File: src/rtl/serial_sub_pkg.sv
// ----------------------------------------------------------------------------
// serial_sub_pkg : shared types and constants for the bit-serial subtractor
// Rev 1.0
// ----------------------------------------------------------------------------
`default_nettype none

package serial_sub_pkg;

  localparam int c_WIDTH_DEFAULT = 8;
  localparam int c_CNT_W_DEFAULT = 4;

  typedef enum logic [1:0] {
    S_IDLE  = 2'd0,
    S_LOAD  = 2'd1,
    S_SHIFT = 2'd2,
    S_DONE  = 2'd3
  } state_t;

  // Bit positions in a packed {V,N,Z} status view
  localparam int c_FLAG_Z = 0;
  localparam int c_FLAG_N = 1;
  localparam int c_FLAG_V = 2;

endpackage

`default_nettype wire

File: src/rtl/serial_result_collector.sv
// ----------------------------------------------------------------------------
// serial_result_collector : LSB-first result assembly, zero accumulator and
//                           final-borrow latch for the serial subtractor
// Rev 1.0
// ----------------------------------------------------------------------------
`default_nettype none

module serial_result_collector #(
  parameter int WIDTH = 8
) (
  input  logic             clk,
  input  logic             rst,
  input  logic             i_clear,
  input  logic             i_shift,
  input  logic             i_last,
  input  logic             i_bit,
  input  logic             i_borrow,
  output logic [WIDTH-1:0] o_result_nxt,
  output logic             o_zero_nxt,
  output logic             o_borrow_nxt
);

  logic [WIDTH-1:0] r_shreg;
  logic             r_zaccum;
  logic             r_borrow;

  // Next-state views let the owner capture the completed result on the
  // same edge that consumes the final serial bit.
  assign o_result_nxt = {i_bit, r_shreg[WIDTH-1:1]};
  assign o_zero_nxt   = r_zaccum & ~i_bit;
  assign o_borrow_nxt = i_last ? i_borrow : r_borrow;

  always_ff @(posedge clk) begin
    if (rst) begin
      r_shreg  <= '0;
      r_zaccum <= 1'b0;
      r_borrow <= 1'b0;
    end else if (i_clear) begin
      r_shreg  <= '0;
      r_zaccum <= 1'b1;
      r_borrow <= 1'b0;
    end else if (i_shift) begin
      r_shreg  <= o_result_nxt;
      r_zaccum <= o_zero_nxt;
      if (i_last) begin
        r_borrow <= i_borrow;
      end
    end
  end

endmodule

`default_nettype wire

File: src/rtl/serial_sub_sequencer.sv
// ----------------------------------------------------------------------------
// serial_sub_sequencer : control FSM for the bit-serial subtract datapath;
//                        result, Z/N/V flags and Done are valid together
// Rev 1.0
// ----------------------------------------------------------------------------
`default_nettype none

module serial_sub_sequencer
  import serial_sub_pkg::*;
#(
  parameter int WIDTH = c_WIDTH_DEFAULT,
  parameter int CNT_W = c_CNT_W_DEFAULT
) (
  input  logic             CLK,
  input  logic             R,
  input  logic             St,
  input  logic [WIDTH-1:0] Minuend,
  input  logic [WIDTH-1:0] Subtrahend,
  input  logic             DiffBit,
  input  logic             BorrowOut,
  output logic             LoadEn,
  output logic             BorrowClr,
  output logic             ShiftEn,
  output logic [WIDTH-1:0] OpX,
  output logic [WIDTH-1:0] OpY,
  output logic             Busy,
  output logic             Done,
  output logic [WIDTH-1:0] Difference,
  output logic             StatusRegZ,
  output logic             StatusRegN,
  output logic             StatusRegV
);

  state_t           r_state;
  logic [CNT_W-1:0] r_cnt;

  logic             w_clear;
  logic             w_shift;
  logic             w_last;
  logic [WIDTH-1:0] w_res_nxt;
  logic             w_zero_nxt;
  logic             w_borrow_nxt;

  assign w_clear = (r_state == S_LOAD);
  assign w_shift = (r_state == S_SHIFT);
  assign w_last  = w_shift && (r_cnt == CNT_W'(WIDTH - 1));

  serial_result_collector #(
    .WIDTH (WIDTH)
  ) u_collector (
    .clk          (CLK),
    .rst          (R),
    .i_clear      (w_clear),
    .i_shift      (w_shift),
    .i_last       (w_last),
    .i_bit        (DiffBit),
    .i_borrow     (BorrowOut),
    .o_result_nxt (w_res_nxt),
    .o_zero_nxt   (w_zero_nxt),
    .o_borrow_nxt (w_borrow_nxt)
  );

  always_ff @(posedge CLK) begin
    if (R) begin
      r_state    <= S_IDLE;
      r_cnt      <= '0;
      LoadEn     <= 1'b0;
      BorrowClr  <= 1'b0;
      ShiftEn    <= 1'b0;
      OpX        <= '0;
      OpY        <= '0;
      Busy       <= 1'b0;
      Done       <= 1'b0;
      Difference <= '0;
      StatusRegZ <= 1'b0;
      StatusRegN <= 1'b0;
      StatusRegV <= 1'b0;
    end else begin
      LoadEn    <= 1'b0;
      BorrowClr <= 1'b0;
      ShiftEn   <= 1'b0;
      Done      <= 1'b0;
      case (r_state)
        S_IDLE: begin
          if (St) begin
            OpX       <= Minuend;
            OpY       <= Subtrahend;
            LoadEn    <= 1'b1;
            BorrowClr <= 1'b1;
            Busy      <= 1'b1;
            r_state   <= S_LOAD;
          end
        end
        S_LOAD: begin
          r_cnt   <= '0;
          ShiftEn <= 1'b1;
          r_state <= S_SHIFT;
        end
        S_SHIFT: begin
          if (w_last) begin
            // Outputs are registered, so DONE's results load on entry
            r_cnt      <= '0;
            Done       <= 1'b1;
            Difference <= w_res_nxt;
            StatusRegZ <= w_zero_nxt;
            StatusRegN <= w_borrow_nxt;
            StatusRegV <= (OpX[WIDTH-1] ^ OpY[WIDTH-1]) &
                          (OpX[WIDTH-1] ^ w_res_nxt[WIDTH-1]);
            r_state    <= S_DONE;
          end else begin
            r_cnt   <= r_cnt + 1'b1;
            ShiftEn <= 1'b1;
          end
        end
        S_DONE: begin
          Busy    <= 1'b0;
          r_state <= S_IDLE;
        end
        default: begin
          r_cnt   <= '0;
          Busy    <= 1'b0;
          r_state <= S_IDLE;
        end
      endcase
    end
  end

endmodule

`default_nettype wire

File: config.mk
export PLATFORM = sky130hd
export DESIGN_NAME = serial_sub_sequencer
export DESIGN_NICKNAME = d
export VERILOG_FILES = /design/src/rtl/serial_sub_pkg.sv /design/src/rtl/serial_result_collector.sv /design/src/rtl/serial_sub_sequencer.sv
export SDC_FILE = /design/constraint.sdc
export NUM_CORES = 1
export LEC_CHECK = 0
export ABC_AREA = 1
export CORE_MARGIN = 3
export CORE_UTILIZATION = 46
export DETAILED_ROUTE_END_ITERATION = 16
export PLACE_DENSITY_LB_ADDON = 0.3
export SLEW_MARGIN = 20
export SYNTH_ARGS = -nofsm -noshare
export SYNTH_HDL_FRONTEND = slang
export SYNTH_SLANG_ARGS = --single-unit
File: constraint.sdc
create_clock -name CLK -period 1.67 [get_ports CLK]
set_clock_uncertainty 0.2 [all_clocks]
set_input_delay 0.334 -clock CLK [delete_from_list [all_inputs] [get_ports CLK]]
set_output_delay 0.334 -clock CLK [all_outputs]
set_load 0.02 [all_outputs]
Yosys cells after proc, flatten, opt, wreduce, memory -nomap -nowiden:

Index checks and enable logic that the tools add are counted.

* register bits after elaboration: 46
* output and inout bits: 32
* input port bits: 21
* word-level logic and storage cells: 52

* $add $sub $neg: 1
* multiplexer cells: 13
* bitwise operators: 7
* reductions and logical operators: 11
* eq/ne operators: 6

Operators with widths (number)
* $pmux 2 s4: 1
* $pmux 4 s2: 1
* $reduce_and 2->1: 4
* $mux 1: 6
* $reduce_or 2->1: 3
* $add 4x1->4 const B: 1
* $eq 2x2->1 const B: 2
* $eq 4x3->1 const B: 1
* $mux 2: 2
* $mux 4: 1
* $pmux 1 s2: 2
* $reduce_bool 2->1: 2
* $not 1->1: 3
* $and 1x1->1: 2
* $eq 2x1->1 const B: 1
* $logic_not 2->1: 1
* $ne 2x1->1 const B: 1
* $ne 2x2->1 const B: 1
* $xor 1x1->1: 2
* $logic_and 1x1->1: 1

Depth between registers and ports, before layout:

Gate-level depths: netlist of the first run.

* depth in word-level cells: 4
* mapped depth: 8
* depth with buffers taken out: 7

By module:

A second synthesis of the first run with hierarchy kept.

* cells, all modules: 256
* area total of the unflattened synthesis: 1854.3 sq um

Modules (own cells, without submodules)
* serial_sub_sequencer: seq. area each 740.7 sq um, area each 1500.2 sq um, instances 1, cells an instance 207
* serial_result_collector: seq. area each 180.2 sq um, area each 354.1 sq um, instances 1, cells an instance 49

Worst setup path after synthesis of the first run:

Ideal clock, no wire load.

* path type: register to register
* from: reg r_state[0]
* to: reg OpX[0]
* slack: 0.195 ns
* arrival time: 1.159 ns
* setup time: 0.116 ns
* data required time: 1.354 ns
* path buffers: 2
* clock period less this slack: 1.475 ns
* cell stages (with the launch flop): 9
* cells stage by stage: dfxtp_1 inv_1 ha_1 nand2_1 clkbuf_2 inv_2 buf_6 nor2_1 nor2_1

* longest elaborated chain between the ends: 2

RTL lines
* from (decl): line serial_sub_sequencer.sv:34 `state_t r_state;`
* from (signal assigned): line serial_sub_sequencer.sv:65 `r_state <= S_IDLE;`
* from (signal assigned): line serial_sub_sequencer.sv:91 `r_state <= S_LOAD;`
* from (signal assigned): line serial_sub_sequencer.sv:97 `r_state <= S_SHIFT;`
* $logic_not 2->1: line serial_sub_sequencer.sv:83 `case (r_state)`
* $reduce_and 2->1 (no line)
* to (signal assigned): line serial_sub_sequencer.sv:86 `OpX <= Minuend;`
* to (decl): line serial_sub_sequencer.sv:24 `output logic [WIDTH-1:0] OpX,`

No other way between the ends.
A chain may end at the register's enable or synchronous reset.

Final worst setup path of the first run:

* from: reg OpX[7]
* to: out OpX[7]

No word-level cell between the ends.

==> results of run 1 <==
==> worst register-to-register path, stage by stage (launching register included) <==
cell and delay, ns:
dfxtp_1 0.38, ha_1 0.23, nand2_2 0.09, nor2_4 0.12, nand2_4 0.15, nor2_8 0.18, nand2_1 0.08, nand2_1 0.05
==> cells by family after synthesis <==
group | Yosys count | share of synthesized area, %
compound gates | 37 | 10.56
fa+ha+maj | 5 | 3.544
xor+xnor | 1 | 0.4962
buf+inv | 28 | 7.441
flops | 45 | 51.03
simple gates | 110 | 26.93
==> layout make-up <==
cell class / instances / area share, %
Inverter: 18 / 2.798
Tap cell: 46 / 2.383
Clock inverter: 2 / 0.6218
Clock buffer: 6 / 3.005
Multi-Input combinational cell: 153 / 30.98
Sequential cell: 45 / 37.31
Timing Repair Buffer: 60 / 22.90
==> Yosys cell counts, drive strengths merged <==
library cell,number
nand2,54
dfxtp,45
nor2,43
o21ai,22
inv,18
a21oi,14
nand3,11
buf,8
ha,5
clkbuf,2
nand3b,2
a31oi,1
xnor2,1
==> worst paths after layout <==
kind | cells past startpoint | start | to
hold reg to reg | 2 | u_collector.r_shreg[4] | Difference[3]
hold / removal | 2 | u_collector.r_shreg[4] | Difference[3]
setup reg to reg | 7 | r_cnt[0] | Difference[7]
setup / recovery | 1 | OpX[7] | OpX[7]
==> per-layer routing <==
layer | global-route usage (%) | vias to the layer above
li1 | - | 823
met1 | 22.20 | 693
met2 | 30.69 | 32
met3 | 6.076 | 6
met4 | 5.211 | 0
met5 | 0 | -
==> registers in the layout (all words and copies together), names as in the netlist <==
signal,count
Difference,8
OpX,8
OpY,8
u_collector.r_shreg,7
r_cnt,4
r_state,2
BorrowClr,1
Busy,1
Done,1
ShiftEn,1
StatusRegN,1
StatusRegV,1
StatusRegZ,1
u_collector.r_zaccum,1
==> per-stage QoR <==
step	cells	cell area [um^2]	setup TNS, ns	hold WS (ns)	total power [mW]
global route	330	2415	0	0.2759	3.449
global placement	322	2352	0	0.2495	2.607
CTS	330	2400	0	0.2684	3.203
detailed placement	322	2352	-0.2593	0.2543	2.650
finish	330	2415	0	0.2644	3.234
floorplan	226	1765	0	0.2064	2.150
==> power by group <==
| group | leakage, nW | internal (mW) | total (mW) | switching [mW] |
|---|---|---|---|---|
| clock | 0.0374 | 0.295 | 0.656 | 0.361 |
| combinational | 0.762 | 0.492 | 1.22 | 0.726 |
| sequential | 0.368 | 1.26 | 1.36 | 0.102 |
| total | 1.17 | 2.04 | 3.23 | 1.19 |
==> what timing repair did <==
| action | CTS | global route |
|---|---|---|
| gates resized for setup | 32 | 4 |
| pin swaps | 0 | 0 |
| endpoints found under the setup margin | 32 | 15 |
==> results.py, run 1 <==
metrics = {
    "status": {
        "status": "finished clean",
    },
    "synth": {
        "netlist.area_leader.share_pct": 51.03,
        "syn-num-nets": 252,
        "synthTopCellsByArea": "dfxtp_1 (51%), nand2_1 (11%), nor2_1 (8.5%), o21ai_0 (6.0%), a21oi_1 (4.0%)",
        "yosysWarnings": 0,
        "synth.cell_area_um2": 1765,
        "synth_cells": 226,
        "yosysSeqAreaShare_pct": 51.03,
        "yosys.area.top_type": "dfxtp_1",
        "postSynthAreaPerCell_um2": 7.812,
        "synth_seq_cells": 45,
        "ys_types": 22,
    },
    "clock_tree": {
        "cts_tree": "yes",
        "path_clk_slew_ns": 0.08,
        "cts_sinks": 45,
        "clk_latency_ns": 0.30,
        "cts_hold_buf": 0,
        "cts_root_buf": "clkbuf_8",
        "cts_setup_buffers": 0,
        "htreeDepth": 2,
        "cts_inserted_buffers": 5,
        "clockBufferDepth": 2,
    },
    "setup_path": {
        "critPathBufInv": 1,
        "slowest_stage": "dfxtp_1",
        "critPathArrivalTime_ns": 1.01,
        "cp_max_fo": 3,
        "critical_path.top_delay_family": "flip-flops",
        "crit_type": "reg2out",
        "critical_path_required_ns": 1.14,
        "cpPeakStageDelay_ns": 0.36,
        "reg2reg_slack_ns": 0.14,
        "cp_cell_sequence": "dlygate4sd2_1",
        "endpoint_kind": "output pin",
        "worst_setup_path_start_kind": "register",
    },
    "drt": {
        "vias": 1554,
        "top_layer": "met4",
        "routedWlPerCell_um": 11.52,
        "detail_route.first_pass.iterations": 4,
        "wl_met2_um": 1786,
        "drc_errors": 0,
        "drtAntennaViolNets": 0,
        "drtIter0Drc": 98,
        "via_per_inst": 4.709,
        "wl_met1_um": 1767,
        "routed_wl_um": 3800,
        "wl_met3_um": 204,
    },
    "floorplanning": {
        "rows": 21,
        "core_um2": 3521,
        "dieArea_um2": 4617,
        "io-pin-count": 53,
        "die_h_um": 67.95,
        "die_x_um": 67.95,
        "start_util_pct": 50.14,
    },
    "timing": {
        "worst_slew_pin_slew_ns": 0.2532,
        "relSlewSlack_pct": 83.10,
        "final-hold-violation-count": 0,
        "slew_violations": 0,
        "setup_ws_ns": 0.1285,
        "finalSetupViolations": 0,
        "period_minus_slack_ns": 1.542,
        "period_share_pct": 92.31,
        "fmax_mhz": 648.7,
        "rsz0062_at_grt": "no",
    },
    "cells_and_area": {
        "final_cell_mix": "nand2_1 (51), dfxtp_1 (45), nor2_1 (40)",
        "n_antenna_cell": 0,
        "fillers": 323,
        "final_common_cell": "nand2_1",
        "drive_gt1_share_pct": 8.803,
        "post-route-util_pct": 68.59,
        "fin_nets": 309,
        "register_area_um2": 900.9,
        "area_growth_pct": 36.78,
        "multiInputGateArea_um2": 748.2,
    },
    "placement": {
        "dp_hpwl_um": 2887,
        "pre_cts_slack_ns": -0.06751,
        "port_buffers": 52,
        "place.gp.congestion": 0.8051,
    },
    "grt": {
        "track_usage_pct": 18.28,
        "grt-ovfl-total": 0,
        "grt_max_degree": 16,
        "grt_pass1_vias": 1440,
        "grt_pass1_wl_um": 6354,
        "antenna_found_initial": 0,
    },
    "pwr": {
        "power.leakage_nw": 1.168,
        "ir_drop_uv": 914.5,
        "p_per_area_nw_per_um2": 1339,
    },
    "flow_run": {
        "cap_violations": 0,
    },
    "hold_path": {
        "min_path_type": "reg2reg",
    },
}
Note: power is estimated with default switching activity, not from simulation.
==> run 2, diff against run 1 <==
Clock period 1.67 ns to 1.5 ns, I/O delays scaled along.
==> results.py, run 2 (same netlist as run 1, synthesis figures left out) <==
metrics = {
    "setup_path": {
        "critPathBufInv": 1,
        "critPathArrivalTime_ns": 1.48,
        "startpoint": "r_cnt[1]",
        "crit_type": "reg2reg",
        "worst_setup_path_start_kind": "register",
        "slowest_stage": "dfxtp_2",
        "reg2reg_from": "r_cnt[1]",
        "critical_path.top_delay_family": "simple AND/OR/NAND/NOR gates",
        "reg2reg_depth": 7,
        "endpoint_kind": "register",
        "cp_max_fo": 5,
        "reg2reg_slack_ns": 0.02,
        "timing.critical_path.mode_cell": "nor2_4",
        "cpPeakStageDelay_ns": 0.35,
        "r2r_end": "StatusRegV",
        "critical_path_required_ns": 1.50,
        "cp_cell_sequence": "ha_2 > nand2_2 > nor2_4 > nand2_8 > buf_4 > nor2_4 > nor2_1",
    },
    "clock_tree": {
        "clk_latency_ns": 0.30,
        "clockBufferDepth": 2,
        "cts_root_buf": "clkbuf_8",
        "cts_sinks": 45,
        "cts_inserted_buffers": 5,
        "cts_tree": "yes",
        "htreeDepth": 2,
        "path_clk_slew_ns": 0.09,
    },
    "timing": {
        "setup_tns_ns": 0,
        "finalSetupViolations": 0,
        "fmax_mhz": 676.9,
        "slew_violations": 0,
        "period_share_pct": 98.49,
        "period_minus_slack_ns": 1.477,
        "final-hold-violation-count": 0,
        "worst_slew_pin_slew_ns": 0.2254,
        "rsz0062_at_grt": "yes",
        "relSlewSlack_pct": 85.03,
    },
    "drt": {
        "routed_wl_um": 3960,
        "routedWlPerCell_um": 11.65,
        "vias": 1618,
        "drc_errors": 0,
        "drtAntennaViolNets": 0,
        "via_per_inst": 4.759,
        "detail_route.first_pass.iterations": 4,
        "drtIter0Drc": 129,
    },
    "grt": {
        "grt_max_degree": 24,
        "use_met3_pct": 3.612,
        "grt_use_met1_pct": 22.36,
        "grt_pass1_wl_um": 6368,
        "busiest_layer": "met2",
        "track_usage_pct": 18.20,
        "antenna_found_initial": 0,
        "grt_use_met2_pct": 30.57,
        "grt_pass1_vias": 1468,
        "grt-ovfl-total": 0,
    },
    "status": {
        "status": "finished clean",
    },
    "hold_path": {
        "min_to": "Difference[4]",
        "holdPathStages": 2,
        "min_path_type": "reg2reg",
        "hp-start": "Difference[4]",
    },
    "floorplanning": {
        "rows": 21,
        "die_h_um": 67.95,
        "core_um2": 3521,
        "start_util_pct": 50.14,
        "dieArea_um2": 4617,
        "io-pin-count": 53,
        "die_x_um": 67.95,
    },
    "placement": {
        "place.gp.congestion": 0.8291,
        "port_buffers": 52,
        "dp_hpwl_um": 2829,
        "dp_cells": 329,
    },
    "flow_run": {
        "cap_violations": 0,
    },
    "cells_and_area": {
        "final_common_cell": "nand2_1",
        "final_cell_mix": "nand2_1 (50), dfxtp_1 (41), nor2_1 (39)",
        "post-route-util_pct": 72.99,
        "area_growth_pct": 45.57,
        "drive_gt1_share_pct": 16.67,
        "instances_no_fill": 340,
        "n_antenna_cell": 0,
        "largestRegisters": "Difference: 8 flops, OpX: 8 flops, OpY: 8 flops",
        "fin_nets": 319,
    },
    "pwr": {
        "fin_total_pwr_mw": 3.968,
        "power.leakage_nw": 1.157,
        "ir_drop_uv": 1447,
        "p_per_area_nw_per_um2": 1544,
    },
}
## run 2: cell count changes in the layout (fill, tap and decap cells not counted), sizes merged
| cell | before | now |
|---|---|---|
| clkdlybuf4s15 | 0 | 20 |
| clkinv | 0 | 1 |
| clkinvlp | 2 | 0 |
| buf | 8 | 18 |
| dlygate4sd2 | 32 | 9 |
| bufinv | 0 | 1 |
| clkbuf | 6 | 9 |
## run 2: through the flow
| stage | worst slack [ns] | hold slack, ns | area, um^2 |
|---|---|---|---|
| after floorplan | 0.02543 | 0.1724 | 1765 |
| after global placement | -0.1060 | 0.2492 | 2417 |
| after detailed placement | -0.1598 | 0.2572 | 2417 |
| after CTS | 0.005219 | 0.2716 | 2496 |
| after global routing | -0.06128 | 0.2769 | 2570 |
| final | 0.02263 | 0.2672 | 2570 |
## run 2: worst max path at each step
| stage | to | slack [ns] | depth (start not counted) |
|---|---|---|---|
| 2_1_floorplan | OpX[0] | 0.03 | 8 |
| 3_3_place_gp | Busy | -0.11 | 5 |
| 3_5_place_dp | Busy | -0.16 | 5 |
| 4_1_cts | OpY[7] | 0.005 | 1 |
| 5_1_grt | StatusRegV | -0.06 | 8 |
| 6_report | StatusRegV | 0.02 | 7 |
## run 2: area by class of cell
cell class / count / area (um^2)
tap: 46 / 57.56
sequential: 45 / 905.9
clock inverter: 2 / 38.79
timing repair buffer: 70 / 668.1
fill: 287 / 950.9
inverter: 18 / 70.07
multi-input combinational: 153 / 757.0
clock buffer: 6 / 72.57
## run 2: tightest hold or removal path, cell delays in order (launching register included)
cell     delay [ns]
dfxtp_1        0.31
nand3_1        0.07
nand2_1        0.04
## run 2: power by group
group / total (mW) / internal (mW) / switching (mW)
Combinational: 1.52 / 0.669 / 0.848
Clock: 0.925 / 0.500 / 0.425
Sequential: 1.53 / 1.41 / 0.116
## run 2: per-layer routing
metal | vias to the layer above | part of all wire [%]
met5 | - | 0
met4 | 0 | 1.6
met3 | 7 | 4.6
met2 | 33 | 49
met1 | 730 | 44
li1 | 848 | -
## run 2: timing repair
item | 4_1_cts | 5_1_grt
endpoints found under the hold margin | 0 | 0
endpoints found under the setup margin | 33 | 56
pin swaps | 0 | 3
resized for setup | 37 | 44
hold buffers | 0 | 0
cloned | 0 | 0
buffers inserted | 0 | 3
